**config.mk**
```make
export PLATFORM = sky130hd
export DESIGN_NAME = gpio_monitor
export DESIGN_NICKNAME = d
export VERILOG_FILES = /design/src/rtl/gpio_monitor.sv
export SDC_FILE = /design/constraint.sdc
export NUM_CORES = 1
export LEC_CHECK = 0
export ABC_AREA = 1
export BUFFER_PORTS_ARGS = -buffer_cell sky130_fd_sc_hd__buf_2
export CAP_MARGIN = 25
export CORE_UTILIZATION = 45
export CTS_BUF_LIST = sky130_fd_sc_hd__clkbuf_4
export CTS_CLUSTER_SIZE = 25
export DETAILED_ROUTE_END_ITERATION = 7
export GPL_TIMING_DRIVEN = 0
export PLACE_DENSITY = 0.72
export SETUP_SLACK_MARGIN = 0.02
export SLEW_MARGIN = 20
export SYNTH_ARGS = -nofsm -noshare
export SYNTH_HDL_FRONTEND = slang
export SYNTH_SLANG_ARGS = --single-unit
```
**constraint.sdc**
```tcl
create_clock -name i_clk -period 2.1 [get_ports i_clk]
set_input_delay 0.105 -clock i_clk [delete_from_list [all_inputs] [get_ports i_clk]]
set_output_delay 0.105 -clock i_clk [all_outputs]
set_load 0.03 [all_outputs]
```
**src/rtl/gpio_monitor.sv**
```systemverilog
// Receive-side GPIO monitor: synchronises and debounces one asynchronous pin,
// emits rise/fall pulses and measures each high and low phase in clock cycles.
module gpio_monitor #(
   parameter int unsigned DEBOUNCE_CYCLES = 4,
   parameter int unsigned CNT_W           = 27
) (
   input  logic             i_clk,
   input  logic             i_rst_n,
   input  logic             i_gpio,
   input  logic             i_clear,
   output logic             o_level,
   output logic             o_rise,
   output logic             o_fall,
   output logic [CNT_W-1:0] o_high_cycles,
   output logic             o_high_valid,
   output logic [CNT_W-1:0] o_low_cycles,
   output logic             o_low_valid,
   output logic             o_overflow
);

   localparam logic [7:0]       DB_LAST = 8'(DEBOUNCE_CYCLES - 1);
   localparam logic [CNT_W-1:0] CNT_MAX = '1;
   localparam logic [CNT_W-1:0] CNT_PRE = CNT_MAX - 1'b1;

   logic             s1, s2;
   logic [7:0]       db;
   logic [CNT_W-1:0] cnt;
   logic             armed;
   logic             toggle;

   // The debounced level flips on this edge when the new value has persisted long enough.
   assign toggle = (s2 != o_level) && (db == DB_LAST);

   // NOTE: reset is sampled inside the clocked block, so it is synchronous; every
   // state register, including the measurement outputs, is cleared by it.
   always_ff @(posedge i_clk) begin
      if (!i_rst_n) begin
         s1            <= 1'b0;
         s2            <= 1'b0;
         db            <= '0;
         o_level       <= 1'b0;
         o_rise        <= 1'b0;
         o_fall        <= 1'b0;
         cnt           <= '0;
         armed         <= 1'b0;
         o_high_cycles <= '0;
         o_high_valid  <= 1'b0;
         o_low_cycles  <= '0;
         o_low_valid   <= 1'b0;
         o_overflow    <= 1'b0;
      end else begin
         // NOTE: non-blocking assignments make s2 take the old s1, giving a true two-flop chain.
         s1           <= i_gpio;
         s2           <= s1;
         o_rise       <= 1'b0;
         o_fall       <= 1'b0;
         o_high_valid <= 1'b0;
         o_low_valid  <= 1'b0;

         if (s2 == o_level) begin
            db <= '0;
         end else if (toggle) begin
            db      <= '0;
            o_level <= s2;
            o_rise  <= s2;
            o_fall  <= ~s2;
         end else begin
            db <= db + 1'b1;
         end

         if (i_clear) begin
            cnt           <= '0;
            armed         <= 1'b0;
            o_high_cycles <= '0;
            o_low_cycles  <= '0;
            o_overflow    <= 1'b0;
         end else if (toggle) begin
            // A phase is reported only if its start edge was seen.
            if (armed) begin
               if (s2) begin
                  o_low_cycles <= cnt;
                  o_low_valid  <= 1'b1;
               end else begin
                  o_high_cycles <= cnt;
                  o_high_valid  <= 1'b1;
               end
            end
            armed <= 1'b1;
            cnt   <= CNT_W'(1);
         end else if (cnt != CNT_MAX) begin
            cnt <= cnt + 1'b1;
            if (cnt == CNT_PRE) o_overflow <= 1'b1;
         end
      end
   end

endmodule

```
After elaboration in Yosys (flattened, before gate mapping):

Cells that the tools add are included.
Widths: inputs -> output; s select.

* output and inout bits: 60
* logic and storage cells: 41
* bits in registers: 98
* input port bits: 4

* bitwise gates (word level): 5
* eq/ne operators: 5
* mux-type cells: 4
* reduce and logical (&&, ||, !) cells: 11
* $add $sub $neg: 2

Operators with widths (number)
* $add 27x1->27 const B: 1
* $eq 27x27->1 const B: 1
* $ne 27x27->1 const B: 1
* $reduce_and 3->1: 3
* $reduce_or 3->1: 3
* $add 8x1->8 const B: 1
* $eq 8x2->1 const B: 1
* $not 1->1: 5
* $mux 1: 4
* $reduce_or 4->1: 1
* $reduce_and 2->1: 1
* $reduce_bool 2->1: 1
* $reduce_or 2->1: 1
* $eq 1x1->1: 1
* $logic_and 1x1->1: 1
* $ne 1x1->1: 1

Depth between registers and ports, before layout:

* depth in word-level cells: 4
* gate-level depth with buffers: 10
* mapped depth without buffers: 10

Least setup slack after synthesis:

OpenSTA, ideal clock, no wires.

* kind: register to register
* from: register cnt[1]
* to: register cnt[18]
* setup time: 113 ps
* required time: 1987 ps
* period minus slack after synthesis: 1606 ps
* slack: 494 ps
* stages on the path, launching flop included: 10
* path buffers: 1
* arrival time: 1493 ps
* path through: dfxtp_1 ha_1 inv_1 nor2_4 nand2_4 nor2_8 nand2_8 buf_8 a21oi_2 nor2_1

* longest elaborated chain between the ends: 1
* elaborated cells on any way between the ends: 2
* classes of those cells: add/sub (1); eq/ne (1)

Ends and longest elaborated chain
* start: declaration: RTL line 27 `logic [CNT_W-1:0] cnt;`
* start signal: assignment: RTL line 91 `cnt <= cnt + 1'b1;`
* $add 27x1->27 / $ne 27x27->1 (equally long branches): RTL line 91, 90

Several ways; a longest one is shown, not always the timed one.
A chain may end at the register's enable or synchronous reset.

Final worst setup path:

Same ends and word-level chain as after synthesis.

==> metrics.md <==
| Metric | Value |
|---|---|
| Run status | `complete, no violations` |
| TritonCTS clock tree | `done` |
| Pin count of the biggest net entering global routing | `16` |
| Power density over cell area | `576 nW/um^2` |
| Worst R2R Setup Slack | `0.17 ns` |
| Post-synthesis compound-gate area fraction | `0.0503` |
| Number of antenna cells inserted | `0` |
| Final layout net count | `726` |
| Syn_area_per_cell | `6.87 sq um` |
| Post-CTS Repair Setup Buffers | `0` |
| Number of synthesized flops with an enable pin | `0` |
| Critical R2R Capture | `cnt[18]$_SDFFE_PP0P_` |
| Placeable core region | `9370 sq um` |
| Final setup violating endpoints | `0` |
| Required time at the endpoint of the critical path | `2.45 ns` |
| Fraction of the mapped netlist area in simple logic gates | `0.373` |
| Wire length per cell | `11.9 um` |
| Filler instances | `972` |
| Net count after synthesis | `648` |
| Insertion delay of the later-clocked pin in the worst-skew pair | `0.45 ns` |
| Vert. Die Dim | `101 um` |
| Total of buffers placed on input and output ports | `63` |
| Area growth from synthesis to final layout | `14.7%` |
| Final total power | `0.00291 W` |
| Number of buffers created by CTS | `9` |
| CP Capture Type | `register` |
| Static leakage | `2.44 nW` |
| Clock-pin transition on the worst setup and hold timing paths | `0.14 ns` |
| Initial antenna violation count | `0` |
| Final routed DRC violation total | `0` |
| Startpoint of the worst register-to-register path | `cnt[1]$_SDFFE_PP0P_` |
| Pin slew with the least headroom to its limit | `0.508 ns` |
| Worst slew margin relative to its limit | `0.661` |
| F_max | `518 MHz` |
| Number of detailed-route iterations in the first pass | `4` |
| Portion of the clock cycle consumed by the worst path in the final layout | `0.920` |
| Count of standard-cell rows | `35` |
| Post-detailed-placement half-perimeter wirelength | `7460 um` |
| Type of the worst min-delay path | `primary input to register` |
| Vias per cell | `4.70` |
| DIE AREA | `10,200 sq um` |
| Sum of negative setup slack | `0 ns` |
| Period minus WS final | `1.93 ns` |
| Most common flop cell mapped by yosys | `dfxtp_1` |
| Critical-path maximum fanout | `10` |
| Overflow left after global routing | `0` |
| Area used by multi-input combinational logic | `2030 sq um` |
| Kind of critical path | `register to register` |
| CP startpoint kind | `register` |
| Number of distinct library cells after synthesis | `32` |
| Mapped Area | `4410 sq um` |
| Setup repair after global routing missed its margin | `no` |
| Htree depth | `3` |
| Vias in the first global route | `3,573` |
| End point of the worst hold path | `s2$_SDFF_PN0_` |
| Number of violations of the max-capacitance limit | `0` |
| DRT Wirelength | `10,200 um` |
| Cells after synthesis | `641` |
| Yosys Warn Count | `0` |
| Share of cell area taken by muxes after synthesis | `0` |
| Worst Path Arrival | `2.29 ns` |
| Fraction of final layout cells sized beyond drive strength 1 | `0.159` |
| Number of antenna-violating nets in the routed design | `0` |
| Reg area | `1960 sq um` |
| CTS Hold Bufs | `4` |
| Post-CTS Resized | `0` |
| Clock sink count | `98` |
| Die outline width | `101 um` |
| Total vias in the final route | `4,006` |
| Synth async-reset ratio | `0` |
| First-pass GRT wire length | `16,600 um` |
| Violation count after the first detailed-route iteration | `209` |
| Startpoint of the worst hold path | `i_rst_n` |
| Sequential fraction of the synthesis area | `0.445` |
| Post-synthesis adder-cell area fraction | `0.00852` |
| Dominant combinational cell family by area after synthesis | `simple AND/OR/NAND/NOR gates` |
| Seq cells post-synth | `98` |
| Worst IR drop on VDD | `0.284 mV` |
| Final Wtd Congestion | `0.892` |
| Logic depth of the worst register-to-register path | `9` |
| CTS Buffer Depth | `2` |
| Number of hold-slack violations in the final timing report | `0` |
| Depth of the worst hold-timing path | `4` |
| Max-slew violations | `0` |
| Fin Clk Skew | `0.0206 ns` |
| Effective utilization at floorplan | `0.470` |
| Overall Global Routing Usage | `0.209` |
| Start point of the critical path | `cnt[1]$_SDFFE_PP0P_` |
| Synthesized-area fraction occupied by xor and xnor cells | `0.0278` |
| IO Pins | `64` |
| Root cell of the clock tree | `clkbuf_4` |
[worst max path at each step]
stage,end,slack (ns),cells after the start
3_3_place_gp,cnt[18]$_SDFFE_PP0P_,0.25,9
3_5_place_dp,cnt[18]$_SDFFE_PP0P_,0.19,9
6_report,cnt[18]$_SDFFE_PP0P_,0.17,9
5_1_grt,o_low_cycles[8]$_SDFFE_PP0P_,0.05,9
2_1_floorplan,cnt[18]$_SDFFE_PP0P_,0.49,9
4_1_cts,cnt[18]$_SDFFE_PP0P_,0.17,9
[area by class of cell]
class	count	area share
Sequential cell	98	0.388
Clock buffer	10	0.0148
Buffer	19	0.0223
Multi-Input combinational cell	444	0.401
Timing Repair Buffer	67	0.0703
Clock inverter	6	0.0114
Tap cell	129	0.0319
Inverter	80	0.0604
[layer usage]
metal | share of wire | track usage | vias to the layer above
li1 | - | - | 2085
met3 | 0.055 | 0.0277 | 18
met4 | 0.020 | 0.0914 | 0
met5 | 0 | 0 | -
met1 | 0.47 | 0.274 | 1788
met2 | 0.45 | 0.345 | 115
[synth_stat cells, types with 3 or more instances]
cell / count / share of area
nor2_1: 128 / 0.11
nor2_2: 3 / 0.0043
nand2_1: 204 / 0.17
nand3_1: 26 / 0.030
buf_4: 3 / 0.0051
dfxtp_1: 98 / 0.45
buf_2: 3 / 0.0034
inv_2: 3 / 0.0026
nor2_4: 3 / 0.0077
ha_1: 3 / 0.0085
xor2_1: 7 / 0.014
inv_1: 76 / 0.065
a21oi_1: 30 / 0.034
nand3b_1: 3 / 0.0051
o21ai_0: 6 / 0.0068
clkbuf_1: 10 / 0.0085
nand4_1: 3 / 0.0043
nand3_2: 6 / 0.014
xnor2_1: 7 / 0.014
nand2_2: 4 / 0.0057
[worst max-delay path, cell delays in order (launching register included)]
cell and delay [ns]:
dfxtp_1 0.46, ha_1 0.27, inv_1 0.12, nor2_4 0.25
nand2_4 0.11, nor2_8 0.17, nand2_8 0.11, buf_8 0.17
a21oi_2 0.12, nor2_1 0.06
[sequential cells by signal (all words and copies together) (netlist names)]
name,flops
cnt,27
o_high_cycles,27
o_low_cycles,27
db,8
armed,1
o_fall,1
o_high_valid,1
o_level,1
o_low_valid,1
o_overflow,1
o_rise,1
s1,1
s2,1
[placed cells by master, fill, tap and decap left out, types with 4 or more instances in the layout]
cell / n
o21ai_0: 6
dfxtp_1: 98
dlygate4sd3_1: 4
nand3_1: 26
nor2_1: 128
clkbuf_4: 10
xnor2_1: 7
nand2_1: 204
clkbuf_1: 10
buf_2: 66
nand2_2: 4
nand3_2: 6
a21oi_1: 30
inv_1: 76
xor2_1: 7
[power by group]
| group | internal, W | switching [W] | total (W) |
|---|---|---|---|
| combinational | 0.0000180 | 0.0000457 | 0.0000636 |
| sequential | 0.00186 | 0.00000334 | 0.00187 |
| clock | 0.000370 | 0.000614 | 0.000984 |
[cell families (layout without fill, tap and decap cells)]
kind of cell / after synthesis / count (layout)
AND/OR/NAND/NOR: 386 / 386
buffers and inverters: 99 / 182
flip-flops: 98 / 98
AO/OA/AOI/OAI: 41 / 41
XOR/XNOR: 14 / 14
adder cells (fa/ha/maj): 3 / 3
[stage by stage]
| stage | instance area, sq um | util | std cells | setup slack (ns) | hold WS [ns] |
|---|---|---|---|---|---|
| 2_1_floorplan | 4410 | - | 641 | 0.494 | 0.198 |
| 3_3_place_gp | 4880 | 0.521 | 833 | 0.248 | 0.288 |
| 3_5_place_dp | 4880 | 0.521 | 833 | 0.195 | 0.290 |
| 4_1_cts | 5060 | 0.540 | 853 | 0.170 | 0.404 |
| 5_1_grt | 5060 | 0.540 | 853 | 0.0536 | 0.441 |
| 6_report | 5060 | 0.540 | 853 | 0.168 | 0.417 |
(Power assumes the default switching activity.)
